**src/rtl/cpu_run_ctrl_pkg.sv**
```systemverilog
// Shared definitions for the LEGv8 run/halt sequencer: sequencer states, the
// default halt encoding and the dump-length width rule.
package cpu_run_ctrl_pkg;

    typedef enum logic [2:0] {
        S_IDLE     = 3'd0,
        S_CRST     = 3'd1,
        S_RUN      = 3'd2,
        S_DRAIN    = 3'd3,
        S_DUMP_RD  = 3'd4,
        S_DUMP_OUT = 3'd5,
        S_DONE     = 3'd6
    } run_state_e;

    // B #0: the program spins on itself, used as the end-of-program marker
    localparam logic [31:0] HALT_INST_DEF = 32'h1400_0000;

    // One extra bit so a length of exactly 2^addr_w words is representable
    function automatic int unsigned dump_len_w(input int unsigned addr_w);
        return addr_w + 1;
    endfunction

endpackage

```
**src/rtl/cpu_run_ctrl_if.sv**
```systemverilog
// Data-memory takeover port and dump stream of the run/halt sequencer.
interface cpu_run_ctrl_if;

    logic        mem_sel;
    logic        mem_rd_en;
    logic [63:0] mem_addr;
    logic [63:0] mem_rdata;

    logic [63:0] dump_data;
    logic        dump_valid;
    logic        dump_ready;
    logic        dump_last;

    modport master (
        output mem_sel, mem_rd_en, mem_addr, dump_data, dump_valid, dump_last,
        input  mem_rdata, dump_ready
    );

    modport slave (
        input  mem_sel, mem_rd_en, mem_addr, dump_data, dump_valid, dump_last,
        output mem_rdata, dump_ready
    );

endinterface

```
**src/rtl/cpu_run_ctrl_dump.sv**
```systemverilog
// Dump engine: walks a wrapping window of data memory, one outstanding read,
// and presents each word on a valid/ready stream held stable until accepted.
module cpu_run_ctrl_dump
    import cpu_run_ctrl_pkg::*;
#(
    parameter int unsigned ADDR_W = 10,
    localparam int unsigned LEN_W = dump_len_w(ADDR_W)
) (
    input  logic              clk,
    input  logic              rst_n,
    input  logic              go,
    input  logic [ADDR_W-1:0] base,
    input  logic [LEN_W-1:0]  len,
    output logic              mem_rd_en,
    output logic [63:0]       mem_addr,
    input  logic [63:0]       mem_rdata,
    output logic [63:0]       dump_data,
    output logic              dump_valid,
    input  logic              dump_ready,
    output logic              dump_last,
    output logic              word_ack,
    output logic              fin
);

    logic [ADDR_W-1:0] rd_idx;
    logic [LEN_W-1:0]  word_i;
    logic              rd_pend;

    assign word_ack = dump_valid && dump_ready;
    assign fin      = word_ack && dump_last;
    assign mem_addr = {{(64 - ADDR_W - 3){1'b0}}, rd_idx, 3'b000};

    always_ff @(posedge clk or negedge rst_n) begin
        if (!rst_n) begin
            rd_idx     <= '0;
            word_i     <= '0;
            rd_pend    <= 1'b0;
            mem_rd_en  <= 1'b0;
            dump_data  <= '0;
            dump_valid <= 1'b0;
            dump_last  <= 1'b0;
        end else begin
            mem_rd_en <= 1'b0;
            rd_pend   <= mem_rd_en;

            // The index is ADDR_W bits wide, so base+i wraps at the top of memory
            if (go) begin
                rd_idx    <= base;
                word_i    <= '0;
                mem_rd_en <= 1'b1;
            end else if (word_ack && !dump_last) begin
                rd_idx    <= rd_idx + 1'b1;
                word_i    <= word_i + 1'b1;
                mem_rd_en <= 1'b1;
            end

            if (rd_pend) begin
                dump_data  <= mem_rdata;
                dump_valid <= 1'b1;
                dump_last  <= (word_i == len - 1'b1);
            end else if (word_ack) begin
                dump_valid <= 1'b0;
                dump_last  <= 1'b0;
            end
        end
    end

endmodule

```
**src/rtl/cpu_run_ctrl.sv**
```systemverilog
// Run/halt sequencer: holds the core in reset until start, catches the halt
// instruction at fetch, drains the pipe, then streams a data-memory window out.
module cpu_run_ctrl
    import cpu_run_ctrl_pkg::*;
#(
    parameter int unsigned ADDR_W       = 10,
    parameter logic [31:0] HALT_INST    = HALT_INST_DEF,
    parameter int unsigned DRAIN_CYCLES = 4,
    parameter int unsigned TIMEOUT_CYC  = 10_000_000
) (
    input  logic              clk,
    input  logic              rst_n,
    input  logic              start,
    input  logic [ADDR_W-1:0] dump_base,
    input  logic [ADDR_W:0]   dump_len,
    input  logic [31:0]       cpu_inst,
    output logic              cpu_rst_n,
    output logic              cpu_fetch_hold,
    cpu_run_ctrl_if.master    bus,
    output logic              busy,
    output logic              done,
    output logic              timeout,
    output logic [31:0]       cycle_cnt
);

    localparam int unsigned LEN_W   = dump_len_w(ADDR_W);
    localparam int unsigned DRAIN_W = (DRAIN_CYCLES > 1) ? $clog2(DRAIN_CYCLES) : 1;

    localparam logic [DRAIN_W-1:0] DRAIN_LAST   = DRAIN_W'(DRAIN_CYCLES - 1);
    localparam logic [31:0]        TIMEOUT_LAST = 32'(TIMEOUT_CYC - 1);
    localparam logic [LEN_W-1:0]   LEN_MAX      = {1'b1, {ADDR_W{1'b0}}};

    run_state_e        state_q, state_d;
    logic [ADDR_W-1:0] base_q;
    logic [LEN_W-1:0]  len_q;
    logic [DRAIN_W-1:0] drain_cnt;
    logic              start_ok;
    logic              dump_go;
    logic              word_ack;
    logic              dump_fin;

    logic              rd_en;
    logic [63:0]       rd_addr;
    logic [63:0]       out_data;
    logic              out_valid;
    logic              out_last;

    assign start_ok = start && (state_q == S_IDLE || state_q == S_DONE);

    always_comb begin
        state_d = state_q;
        dump_go = 1'b0;
        unique case (state_q)
            S_IDLE, S_DONE: if (start) state_d = S_CRST;
            S_CRST:         state_d = S_RUN;
            // Halt is checked first so it wins on the final watchdog cycle
            S_RUN: begin
                if (cpu_inst == HALT_INST)
                    state_d = S_DRAIN;
                else if (cycle_cnt == TIMEOUT_LAST)
                    state_d = S_DONE;
            end
            S_DRAIN: begin
                if (drain_cnt == DRAIN_LAST) begin
                    if (len_q == '0) begin
                        state_d = S_DONE;
                    end else begin
                        state_d = S_DUMP_RD;
                        dump_go = 1'b1;
                    end
                end
            end
            S_DUMP_RD:  state_d = S_DUMP_OUT;
            S_DUMP_OUT: if (word_ack) state_d = dump_fin ? S_DONE : S_DUMP_RD;
            default:    state_d = S_IDLE;
        endcase
    end

    // Outputs are decoded from the next state into flops so each one is a clean register
    always_ff @(posedge clk or negedge rst_n) begin
        if (!rst_n) begin
            state_q        <= S_IDLE;
            base_q         <= '0;
            len_q          <= '0;
            drain_cnt      <= '0;
            cycle_cnt      <= '0;
            timeout        <= 1'b0;
            cpu_rst_n      <= 1'b0;
            cpu_fetch_hold <= 1'b1;
            bus.mem_sel    <= 1'b0;
            busy           <= 1'b0;
            done           <= 1'b0;
        end else begin
            state_q        <= state_d;
            cpu_rst_n      <= !(state_d inside {S_IDLE, S_CRST});
            cpu_fetch_hold <= (state_d != S_RUN);
            bus.mem_sel    <= (state_d inside {S_DUMP_RD, S_DUMP_OUT});
            busy           <= (state_d inside {S_CRST, S_RUN, S_DRAIN, S_DUMP_RD, S_DUMP_OUT});
            done           <= (state_d == S_DONE);
            drain_cnt      <= (state_q == S_DRAIN) ? drain_cnt + 1'b1 : '0;

            if (start_ok) begin
                base_q    <= dump_base;
                len_q     <= (dump_len > LEN_MAX) ? LEN_MAX : dump_len;
                cycle_cnt <= '0;
                timeout   <= 1'b0;
            end

            if (state_q == S_RUN) begin
                cycle_cnt <= cycle_cnt + 32'd1;
                if (state_d == S_DONE)
                    timeout <= 1'b1;
            end
        end
    end

    cpu_run_ctrl_dump #(
        .ADDR_W (ADDR_W)
    ) u_dump (
        .clk        (clk),
        .rst_n      (rst_n),
        .go         (dump_go),
        .base       (base_q),
        .len        (len_q),
        .mem_rd_en  (rd_en),
        .mem_addr   (rd_addr),
        .mem_rdata  (bus.mem_rdata),
        .dump_data  (out_data),
        .dump_valid (out_valid),
        .dump_ready (bus.dump_ready),
        .dump_last  (out_last),
        .word_ack   (word_ack),
        .fin        (dump_fin)
    );

    assign bus.mem_rd_en  = rd_en;
    assign bus.mem_addr   = rd_addr;
    assign bus.dump_data  = out_data;
    assign bus.dump_valid = out_valid;
    assign bus.dump_last  = out_last;

endmodule

```
**src/flat_wrapper.sv**
```systemverilog
// flat-port wrapper written by rule: the top's interface ports become plain ports
module cpu_run_ctrl_flat import cpu_run_ctrl_pkg::*;
#(
    parameter int unsigned ADDR_W       = 10,
    parameter logic [31:0] HALT_INST    = HALT_INST_DEF,
    parameter int unsigned DRAIN_CYCLES = 4,
    parameter int unsigned TIMEOUT_CYC  = 10_000_000
)
  (clk, rst_n, start, dump_base, dump_len, cpu_inst, cpu_rst_n, cpu_fetch_hold, busy, done, timeout, cycle_cnt, bus_mem_sel, bus_mem_rd_en, bus_mem_addr, bus_dump_data, bus_dump_valid, bus_dump_last, bus_mem_rdata, bus_dump_ready);
  cpu_run_ctrl_if bus_i ();
  input  logic clk;
  input  logic rst_n;
  input  logic start;
  input  logic [ADDR_W-1:0] dump_base;
  input  logic [ADDR_W:0] dump_len;
  input  logic [31:0] cpu_inst;
  output logic cpu_rst_n;
  output logic cpu_fetch_hold;
  output logic busy;
  output logic done;
  output logic timeout;
  output logic [31:0] cycle_cnt;
  output wire logic [$bits(bus_i.mem_sel)-1:0] bus_mem_sel;
  output wire logic [$bits(bus_i.mem_rd_en)-1:0] bus_mem_rd_en;
  output wire logic [$bits(bus_i.mem_addr)-1:0] bus_mem_addr;
  output wire logic [$bits(bus_i.dump_data)-1:0] bus_dump_data;
  output wire logic [$bits(bus_i.dump_valid)-1:0] bus_dump_valid;
  output wire logic [$bits(bus_i.dump_last)-1:0] bus_dump_last;
  input wire logic [$bits(bus_i.mem_rdata)-1:0] bus_mem_rdata;
  input wire logic [$bits(bus_i.dump_ready)-1:0] bus_dump_ready;
  assign bus_mem_sel = bus_i.mem_sel;
  assign bus_mem_rd_en = bus_i.mem_rd_en;
  assign bus_mem_addr = bus_i.mem_addr;
  assign bus_dump_data = bus_i.dump_data;
  assign bus_dump_valid = bus_i.dump_valid;
  assign bus_dump_last = bus_i.dump_last;
  assign bus_i.mem_rdata = bus_mem_rdata;
  assign bus_i.dump_ready = bus_dump_ready;
  cpu_run_ctrl #(.ADDR_W(ADDR_W), .HALT_INST(HALT_INST), .DRAIN_CYCLES(DRAIN_CYCLES), .TIMEOUT_CYC(TIMEOUT_CYC)) u_core (.clk(clk), .rst_n(rst_n), .start(start), .dump_base(dump_base), .dump_len(dump_len), .cpu_inst(cpu_inst), .cpu_rst_n(cpu_rst_n), .cpu_fetch_hold(cpu_fetch_hold), .bus(bus_i), .busy(busy), .done(done), .timeout(timeout), .cycle_cnt(cycle_cnt));
endmodule
```
**config.mk**
```make
export PLATFORM = sky130hd
export DESIGN_NAME = cpu_run_ctrl_flat
export DESIGN_NICKNAME = d
export VERILOG_FILES = /design/src/rtl/cpu_run_ctrl_pkg.sv /design/src/rtl/cpu_run_ctrl_if.sv /design/src/rtl/cpu_run_ctrl_dump.sv /design/src/rtl/cpu_run_ctrl.sv /design/src/flat_wrapper.sv
export SDC_FILE = /design/constraint.sdc
export NUM_CORES = 1
export LEC_CHECK = 0
export ABC_AREA = 1
export ABC_CLOCK_PERIOD_IN_PS = 3720
export BUFFER_PORTS_ARGS = -buffer_cell sky130_fd_sc_hd__buf_2
export CELL_PAD_IN_SITES_DETAIL_PLACEMENT = 0
export CELL_PAD_IN_SITES_GLOBAL_PLACEMENT = 1
export CORE_UTILIZATION = 38
export DETAILED_ROUTE_END_ITERATION = 10
export PLACE_DENSITY_LB_ADDON = 0.15
export SYNTH_ARGS = -nofsm -noshare
export SYNTH_HDL_FRONTEND = slang
export SYNTH_SLANG_ARGS = --single-unit
```
**constraint.sdc**
```tcl
create_clock -name clk -period 3.72 [get_ports clk]
set_input_delay 0.744 -clock clk [delete_from_list [all_inputs] [get_ports clk]]
set_output_delay 0.744 -clock clk [all_outputs]
set_load 0.05 [all_outputs]
```
; ---- Yosys cells after proc, flatten, opt, wreduce, memory -nomap -nowiden
; Cells that the tools add are included.
; W data, S select, Z words.
[totals]
wordCells = 85
input_bits = 121
ff_bits = 153
output_inout_bits = 169
[classes]
n_addsub = 5
order_cmp = 1
n_eq_ne = 17
n_mux = 27
reduce_logical = 17
[ops]
columns = operator, n
row1 = $mux W32, 2
row2 = $mux W11, 3
row3 = $add A32 B1 Y32 const B, 1
row4 = $eq A32 B24 Y1 const B, 1
row5 = $eq A32 B29 Y1 const B, 1
row6 = $mux W10, 2
row7 = $eq A3 B3 Y1 const B, 6
row8 = $pmux W3 S6, 1
row9 = $mux W3, 5
row10 = $eq A3 B2 Y1 const B, 4
row11 = $add A11 B1 Y11 const B, 1
row12 = $eq A11 B11 Y1, 1
row13 = $gt A11 B11 Y1 const B, 1
row14 = $logic_not A11 Y1, 1
row15 = $mux W1, 11
row16 = $sub A11 B1 Y11 const B, 1
row17 = $add A10 B1 Y10 const B, 1
row18 = $reduce_bool A2 Y1, 5
row19 = $eq A3 B1 Y1 const B, 2
row20 = $logic_not A3 Y1, 2
row21 = $mux W2, 3
row22 = $reduce_bool A5 Y1, 1
row23 = $logic_and A1 B1 Y1, 4
row24 = $ne A3 B2 Y1 const B, 1
row25 = 5 further kinds, 6

; ---- Logic depth before layout (Yosys ltp)
; Gate-level depths: netlist of run 1.
[logic_depth]
word_depth = 8
mapped_depth = 14
depth_no_buf = 14

; ---- By module
; Synthesis of run 1 repeated with hierarchy kept, for this count alone.
[unflattened]
hier_cells = 1086
hier_area_um2 = 8130.3
[modules_own_cells]
columns = mod, area_per_inst_um2, n_inst, seq_area_each_um2, cells_each
row1 = cpu_run_ctrl_dump, 4493.1, 1, 2227.1, 573
row2 = cpu_run_ctrl, 3637.2, 1, 1602.8, 513

; ---- Worst setup path before layout of run 1
; No wires, ideal clock.
[synth_timing]
path_type = register -> register
start = reg u_core.cycle_cnt[0]
end = reg u_core.cycle_cnt[22]
setup_ns = 0.119
required_ns = 3.601
path_stages_with_launch = 12
path_slack_ns = 1.628
path_buffers = 0
t_arrival_ns = 1.973
synth_period_minus_slack_ns = 2.092
path_cell_list = dfrtp_1 ha_1 nand3_1 inv_1 nand2_1 nor2_1 nand2_1 inv_1 nand4_1 nor2_1 nand2_1 o21a_1
[synth_via]
elab_chain_cells = 2
[synth_rtl]
columns = item, line
row1 = from (decl), cpu_run_ctrl.sv:23  ; output logic [31:0] cycle_cnt
row2 = from (signal assigned), cpu_run_ctrl.sv:110  ; cycle_cnt <= cycle_cnt + 32'd1;
row3 = $add A32 B1 Y32, cpu_run_ctrl.sv:110
row4 = $mux W32, cpu_run_ctrl.sv:109  ; if (state_q == S_RUN) begin
; No other way between the ends.
; A chain may end at the register's enable or synchronous reset.

; ---- Worst setup path after layout of run 1
[layout_timing]
start = reg u_core.len_q[0]
end = reg u_core.u_dump.rd_idx[9]
[layout_via]
elab_chain_cells = 5
word_cells_on_any_way = 6
cone_classes = mux (4) / reduce/logical (2)
[layout_rtl]
columns = item, line
row1 = from (decl), cpu_run_ctrl.sv:35  ; logic [LEN_W-1:0] len_q;
row2 = from (signal assigned), cpu_run_ctrl.sv:104  ; len_q <= (dump_len > LEN_MAX) ? LEN_MAX : dump_len;
row3 = $logic_not A11 Y1 *, cpu_run_ctrl.sv:65  ; if (len_q == '0) begin
row4 = $mux W1 *, cpu_run_ctrl.sv:65
row5 = $mux W1 *, cpu_run_ctrl.sv:64  ; if (drain_cnt == DRAIN_LAST) begin
row6 = $mux W1 *, cpu_run_ctrl.sv:53  ; unique case (state_q)
row7 = $mux W10 / $reduce_bool A2 Y1 (equally long branches), n/a
row8 = to (signal assigned), cpu_run_ctrl_dump.sv:48  ; rd_idx <= base;
row9 = to (signal assigned), cpu_run_ctrl_dump.sv:52  ; rd_idx <= rd_idx + 1'b1;
row10 = to (decl), cpu_run_ctrl_dump.sv:25  ; logic [ADDR_W-1:0] rd_idx;
; Mark *: on every way between the ends. The rest lies on a longest branch, timed or not.

==> metrics.md, run 1 <==
| Metric | Value |
|---|---|
| Largest family of logic cells by synthesized area | `simple AND/OR/NAND/NOR gates` |
| Tcrit/Tclk final | `about two thirds` |
| Final Hold Fails | `0` |
| Routed Antenna Nets | `0` |
| Worst EP required | `4.07 ns` |
| Dpl hpwl | `between 15 and 20 mm` |
| Starting Density | `between 30% and 40%` |
| Antenna Cells | `0` |
| Routed wire length | `21.2 mm` |
| Sequential cell area fraction in the yosys report | `between 40% and 50%` |
| Number of flops mapped to enable cells by yosys | `0` |
| Die H | `145 um` |
| GRT Total Usage | `between 20% and 30%` |
| Mux contribution to synthesized area | `0%` |
| Pleak | `roughly 5.3 nW` |
| Final WS setup | `1.26 ns` |
| RD Place Congestion | `between 0.8 and 0.9` |
| # H-tree levels | `4` |
| Post-place setup slack | `between 1 and 1.5 ns` |
| Largest net degree at the start of global routing | `75` |
| PortBufs | `roughly 240` |
| DRT iter0 DRCs | `roughly 370` |
| Drt drc | `0` |
| Post-synth cell types | `40` |
| Worst-Margin Slew | `between 0.7 and 0.8 ns` |
| Layout Skew | `0.0161 ns` |
| Yosys warns | `0` |
| Status | `complete, no violations` |
| Number of global-route vias before repair | `6,656` |
| Core area | `around 20,000 um^2` |
| Leading cell type by number of instances after synthesis | `nand2_1` |
| Mapped Cells | `~1,000` |
| Reg-to-reg endpoint | `u_core.u_dump.rd_idx[9]$_DFFE_PN0P_` |
| Flop and latch count out of synthesis | `about 150` |
| Post_cts resized | `0` |
| Syn Area/Cell | `~7.7 um^2` |
| Worst vdd ir | `between 0.3 and 0.4 mV` |
| Total grt overflow | `0` |
| Setup crit end kind | `register` |
| Top cells by count, synth | `368 x nand2_1, 152 x dfrtp_1, 97 x nor2_1` |
| Area leader, netlist | `dfrtp_1` |
| First-pass iteration count of the detailed router | `5` |
| CTS tree | `yes` |
| Post-layout minimum cycle time | `2.46 ns` |
| Die X | `~140 um` |
| Top Ports | `290` |
| Area of the multi-input gates | `3290 um^2` |
| RSZ-0062 raised after global routing | `false` |
| Post-Synth Adder-Cell Area | `under 10%` |
| Num rows | `just over 50` |
| CP arrival | `~2.8 ns` |
| Full die area | `about 21,000 um^2` |
| Hold WC Path Type | `input port to asynchronous set/reset pin` |
| Max Cap Viol | `0` |
| Max_slew headroom | `around half` |
| Via count | `6,902` |
| Clk slew on worst S/H paths | `approximately 0.060 ns` |
| Maximum clock path buffer count | `2` |
| Fmax | `407 MHz` |
| R2R Path Start | `u_core.len_q[0]$_DFFE_PN0P_` |
| Synth area leaders | `dfrtp_1 49%, nand2_1 18%, buf_4 5.2%, nor2_1 4.7%, inv_1 4.2%` |
| Post-synth top area share | `between 40 and 50%` |
| Reg area | `~3800 um^2` |
| Reg-to-reg slack, setup | `~1.3 ns` |
| Fraction of layout cells with a size suffix above 1 | `between 20% and 30%` |
| Sinks on Clock Net | `between 150 and 200` |
| Compound-Gate Fraction of Synth Area | `under 10%` |
| Setup TNS | `0 ns` |
| Area delta synth->final | `23.9%` |
| Routed len/inst | `between 10 and 15 um` |
| Hold Slack | `0.347 ns` |
| Nets@finish | `1,363` |
| Area of the mapped netlist | `approximately 7800 um^2` |
| Crit path launch | `u_core.len_q[0]$_DFFE_PN0P_` |
| Post-CTS setup buffers | `0` |
| Slew Limit Fails | `0` |
| Worst Setup Start Kind | `register` |
| Vias per inst | `4.56` |
| PD cells | `649 nW/um^2` |
| Main synth FF type | `dfrtp_1` |
| Final-report setup violation count | `0` |
| Crit Path Category | `register to register` |
| Skew-Pair Late Insertion Delay | `about 0.43 ns` |
| Post-Synth Simple-Gate Area | `30.0%` |
| Synth async-reset ratio | `100%` |
| R2r worst-path depth | `11` |
| Root buffer cell | `clkbuf_16` |
| Number of hold buffers added after cts | `0` |
| Initial antenna violation count | `0` |
| Global-route wire length before repair | `33.9 mm` |
| CTS Buf Count | `17` |
| Xor and xnor fraction of the mapped netlist area | `around 2.8%` |
| Fill cells | `2,035` |
| Crit Path Max Fanout | `22` |
cell families (layout without fill, tap and decap cells):
family,after synthesis,count (layout)
AND/OR/NAND/NOR,565,565
buffers and inverters,168,362
flip-flops,153,153
AO/OA/AOI/OAI,82,82
XOR/XNOR,25,25
adder cells (fa/ha/maj),7,7
other,1,54
state kept, by name, summed over array words and instances (netlist names), 2 cells and up:
name and cells:
u_core.state_q 3, u_core.cycle_cnt 32, u_core.len_q 11, u_core.u_dump.word_i 11
u_core.u_dump.rd_idx 10, u_core.u_dump.dump_data 64, u_core.drain_cnt 2, u_core.base_q 10
cell usage in the layout, fill, tap and decap left out, drive strengths merged:
cell type,Yosys,final
xor2,18,18
o21a,1,1
nand3,50,50
o211ai,2,2
a32o,1,1
a22oi,1,1
a31oi,1,1
a22o,1,1
o21bai,1,1
clkbuf,18,18
nor4,5,5
nand4,21,21
dfrtp,152,152
clkinvlp,0,2
o22ai,8,8
a21o,1,1
or2,3,3
conb,1,54
clkinv,0,4
nor3,14,14
ha,7,7
a21boi,1,1
nand2,369,369
nor2,101,101
o21ai,46,46
bufinv,0,2
xnor2,7,7
dfstp,1,1
nor3b,2,2
inv,90,96
buf,60,240
a21oi,18,18
where the power goes:
group | total [W] | internal (W) | switching (W)
clock | 0.00175 | 0.00100 | 0.000748
combinational | 0.00217 | 0.000509 | 0.00166
sequential | 0.00231 | 0.00204 | 0.000274
total | 0.00624 | 0.00355 | 0.00269
metal layers:
| metal | share of wire, % | global-route usage (%) | vias to the layer above |
|---|---|---|---|
| li1 | - | - | 3512 |
| met1 | 45 | 27.0 | 3163 |
| met2 | 48 | 34.7 | 205 |
| met3 | 5.7 | 5.10 | 22 |
| met4 | 1.4 | 6.87 | 0 |
| met5 | 0 | 0 | - |
worst max-delay path, stage by stage, from the launching register on:
cell and delay [ns]:
dfrtp_1 0.37, inv_1 0.16, ha_1 0.18, inv_1 0.04
nor2_1 0.12, nand4_1 0.10, nand2_1 0.50, inv_1 0.24
nor2_1 0.31, o21ai_0 0.14, a21o_1 0.17, nand3_1 0.06
cell type report:
class / count / area share (%)
sequential: 153 / 39.9
multi-input combinational: 733 / 34.2
timing repair buffer: 240 / 12.8
clock buffer: 18 / 4.47
inverter: 90 / 3.52
tap: 265 / 3.45
clock inverter: 14 / 1.65
through the flow:
stage	instance area, um^2	cells	total power [W]	util [%]
finish	9610	1513	0.00624	48.7
global route	9610	1513	0.00660	48.7
CTS	9610	1513	0.00631	48.7
detailed placement	9020	1481	0.00453	45.8
global placement	9020	1481	0.00452	45.8
floorplan	7950	1054	0.00398	-
how the worst max path moves through the flow:
stage	end	depth (start not counted)
after detailed placement	u_core.u_dump.rd_idx[9]$_DFFE_PN0P_	11
after CTS	u_core.u_dump.rd_idx[9]$_DFFE_PN0P_	11
final	u_core.u_dump.rd_idx[9]$_DFFE_PN0P_	11
after floorplan	u_core.cycle_cnt[22]$_DFFE_PN0P_	11
after global routing	u_core.u_dump.rd_idx[9]$_DFFE_PN0P_	11
after global placement	u_core.u_dump.rd_idx[9]$_DFFE_PN0P_	11
(Power assumes the default switching activity.)
==> inputs of run 2 (changes only) <==
- ABC_CLOCK_PERIOD_IN_PS: 3720 -> 2400
- CORE_UTILIZATION: 38 -> 35
- clock period: 3.72 -> 2.4 ns (I/O delays scaled with it)
==> run 2 against run 1 <==
Effect of this change: combinational power increased by 57%; first-iteration DRC count increased by 15%; non-clock buffer count increased by 8; sequential share of layout area decreased by 0.39 points; clock skew decreased by 0.0053 ns; setup slack got worse by 0.91 ns; register-to-register slack got worse by 0.91 ns; clock power increased by 53%; routed wire length increased by 2.8%; critical path depth unchanged; power increased by 55%; via count increased by 1.1%.
==> metrics.md, run 2 (same netlist as run 1, synthesis figures left out) <==
| Metric | Value |
|---|---|
| Tcrit/Tclk final | `between 80 and 90%` |
| Worst EP required | `2.76 ns` |
| CTS Buf Count | `17` |
| Fmax | `a little under 500 MHz` |
| Routed len/inst | `14.2 um` |
| GRT Total Usage | `about a fifth` |
| CTS tree | `yes` |
| Drt drc | `0` |
| R2R Path Start | `u_core.len_q[0]$_DFFE_PN0P_` |
| Crit Path Max Fanout | `8` |
| Post-layout minimum cycle time | `between 2 and 2.5 ns` |
| Setup crit end kind | `register` |
| Number of global-route vias before repair | `6,634` |
| Initial antenna violation count | `1` |
| Slew Limit Fails | `0` |
| Nets@finish | `roughly 1,400` |
| Die X | `roughly 150 um` |
| Post-place setup slack | `0.391 ns` |
| Final Hold Fails | `0` |
| Max Cap Viol | `0` |
| Routed Antenna Nets | `0` |
| DRT iter0 DRCs | `approximately 420` |
| Max_slew headroom | `approximately 53%` |
| Starting Density | `35.6%` |
| Final-report setup violation count | `0` |
| Reg-to-reg endpoint | `u_core.u_dump.rd_idx[9]$_DFFE_PN0P_` |
| Dpl hpwl | `roughly 16 mm` |
| Number of hold buffers added after cts | `0` |
| # H-tree levels | `4` |
| Via count | `6,977` |
| Global-route wire length before repair | `approximately 35 mm` |
| Clk slew on worst S/H paths | `~0.07 ns` |
| Maximum clock path buffer count | `2` |
| Most common cell after layout, fill and taps aside | `nand2_1` |
| PortBufs | `235` |
| Most frequent cells in the layout | `368 x nand2_1, 234 x buf_2, 151 x dfrtp_1` |
| Fraction of layout cells with a size suffix above 1 | `between 20% and 30%` |
| Core area | `about 22,000 um^2` |
| Vias per inst | `roughly 4.5` |
| First-pass iteration count of the detailed router | `5` |
| Top Registers | `u_core.u_dump.dump_data x64, u_core.cycle_cnt x32` |
| PD cells | `996 nW/um^2` |
| Num rows | `54` |
| Root buffer cell | `clkbuf_16` |
| Layout Skew | `between 0.01 and 0.015 ns` |
| Total grt overflow | `0` |
| R2r worst-path depth | `11` |
| Worst-Margin Slew | `0.710 ns` |
| Top Ports | `290` |
| Most flop-heavy register | `u_core.u_dump.dump_data` |
| Status | `complete, no violations` |
| Routed wire length | `roughly 22 mm` |
| Post_cts resized | `0` |
| Crit Path Category | `register to register` |
| Hold WC Path Type | `input port to asynchronous set/reset pin` |
| Skew-Pair Late Insertion Delay | `between 0.4 and 0.5 ns` |
| RD Place Congestion | `~0.87` |
| Sinks on Clock Net | `between 150 and 200` |
| Worst Setup Start Kind | `register` |
| Die H | `around 150 um` |
| Setup TNS | `0 ns` |
| Max reg flops | `64` |
| Final WS setup | `between 0.3 and 0.4 ns` |
| CP arrival | `roughly 2.4 ns` |
| RSZ-0062 raised after global routing | `false` |
| Reg-to-reg slack, setup | `around 0.36 ns` |
| Area delta synth->final | `25.1%` |
| Pleak | `roughly 5.3 nW` |
| Post-CTS setup buffers | `0` |
| Largest net degree at the start of global routing | `65` |
| Full die area | `~23,000 um^2` |
| Worst vdd ir | `between 0.4 and 0.5 mV` |
## run 2: cell type report
type | instances | area [um^2]
diodes | 1 | 2.50
clock buffers | 19 | 443
clock inverters | 13 | 134
fillers | 2291 | 12100
inverters | 90 | 338
multi-input cells | 733 | 3290
flip-flops and latches | 153 | 3830
well taps | 280 | 350
repair buffers | 248 | 1320
## run 2: power breakdown
part	switching [W]	total [W]	internal, W
Combinational	0.00260	0.00340	0.000797
Clock	0.00118	0.00267	0.00149
Sequential	0.000429	0.00359	0.00316
Total	0.00422	0.00966	0.00545
## run 2: metal layers
metal / vias up / GRT usage [%] / routed length [um]
met1: 3245 / 26.4 / 9970
li1: 3532 / - / -
met3: 10 / 5.51 / 1280
met2: 190 / 31.6 / 10400
met5: - / 0 / 0
met4: 0 / 5.25 / 153
## run 2: stage by stage
step	cells	power (W)	util (%)	area (um^2)	hold slack (ns)
finish	1537	0.00966	44.6	9700	0.0365
global route	1536	0.0102	44.6	9700	0.0664
CTS	1536	0.00979	44.6	9700	0.0460
detailed placement	1504	0.00706	41.9	9130	0.367
global placement	1504	0.00705	41.9	9130	0.366
floorplan	1054	0.00617	-	7950	0.184
## run 2: worst max-delay path: stages (launching register included)
cell	delay, ns
dfrtp_1	0.37
inv_1	0.16
ha_1	0.18
inv_1	0.04
nor2_1	0.13
nand4_1	0.11
nand2_1	0.25
inv_1	0.10
nor2_1	0.27
o21ai_0	0.15
a21o_1	0.17
nand3_1	0.06
## run 2: how the worst max path moves through the flow
stage                                    startpoint                             endpoint  slack (ns)
floorplan           u_core.cycle_cnt[0]$_DFFE_PN0P_     u_core.cycle_cnt[22]$_DFFE_PN0P_        0.31
global placement                     bus_dump_ready  u_core.u_dump.word_i[8]$_DFFE_PN0P_        0.43
detailed placement                   bus_dump_ready  u_core.u_dump.word_i[9]$_DFFE_PN0P_        0.39
CTS                     u_core.len_q[0]$_DFFE_PN0P_  u_core.u_dump.rd_idx[9]$_DFFE_PN0P_        0.36
global route            u_core.len_q[0]$_DFFE_PN0P_  u_core.u_dump.rd_idx[9]$_DFFE_PN0P_        0.09
finish                  u_core.len_q[0]$_DFFE_PN0P_  u_core.u_dump.rd_idx[9]$_DFFE_PN0P_        0.36
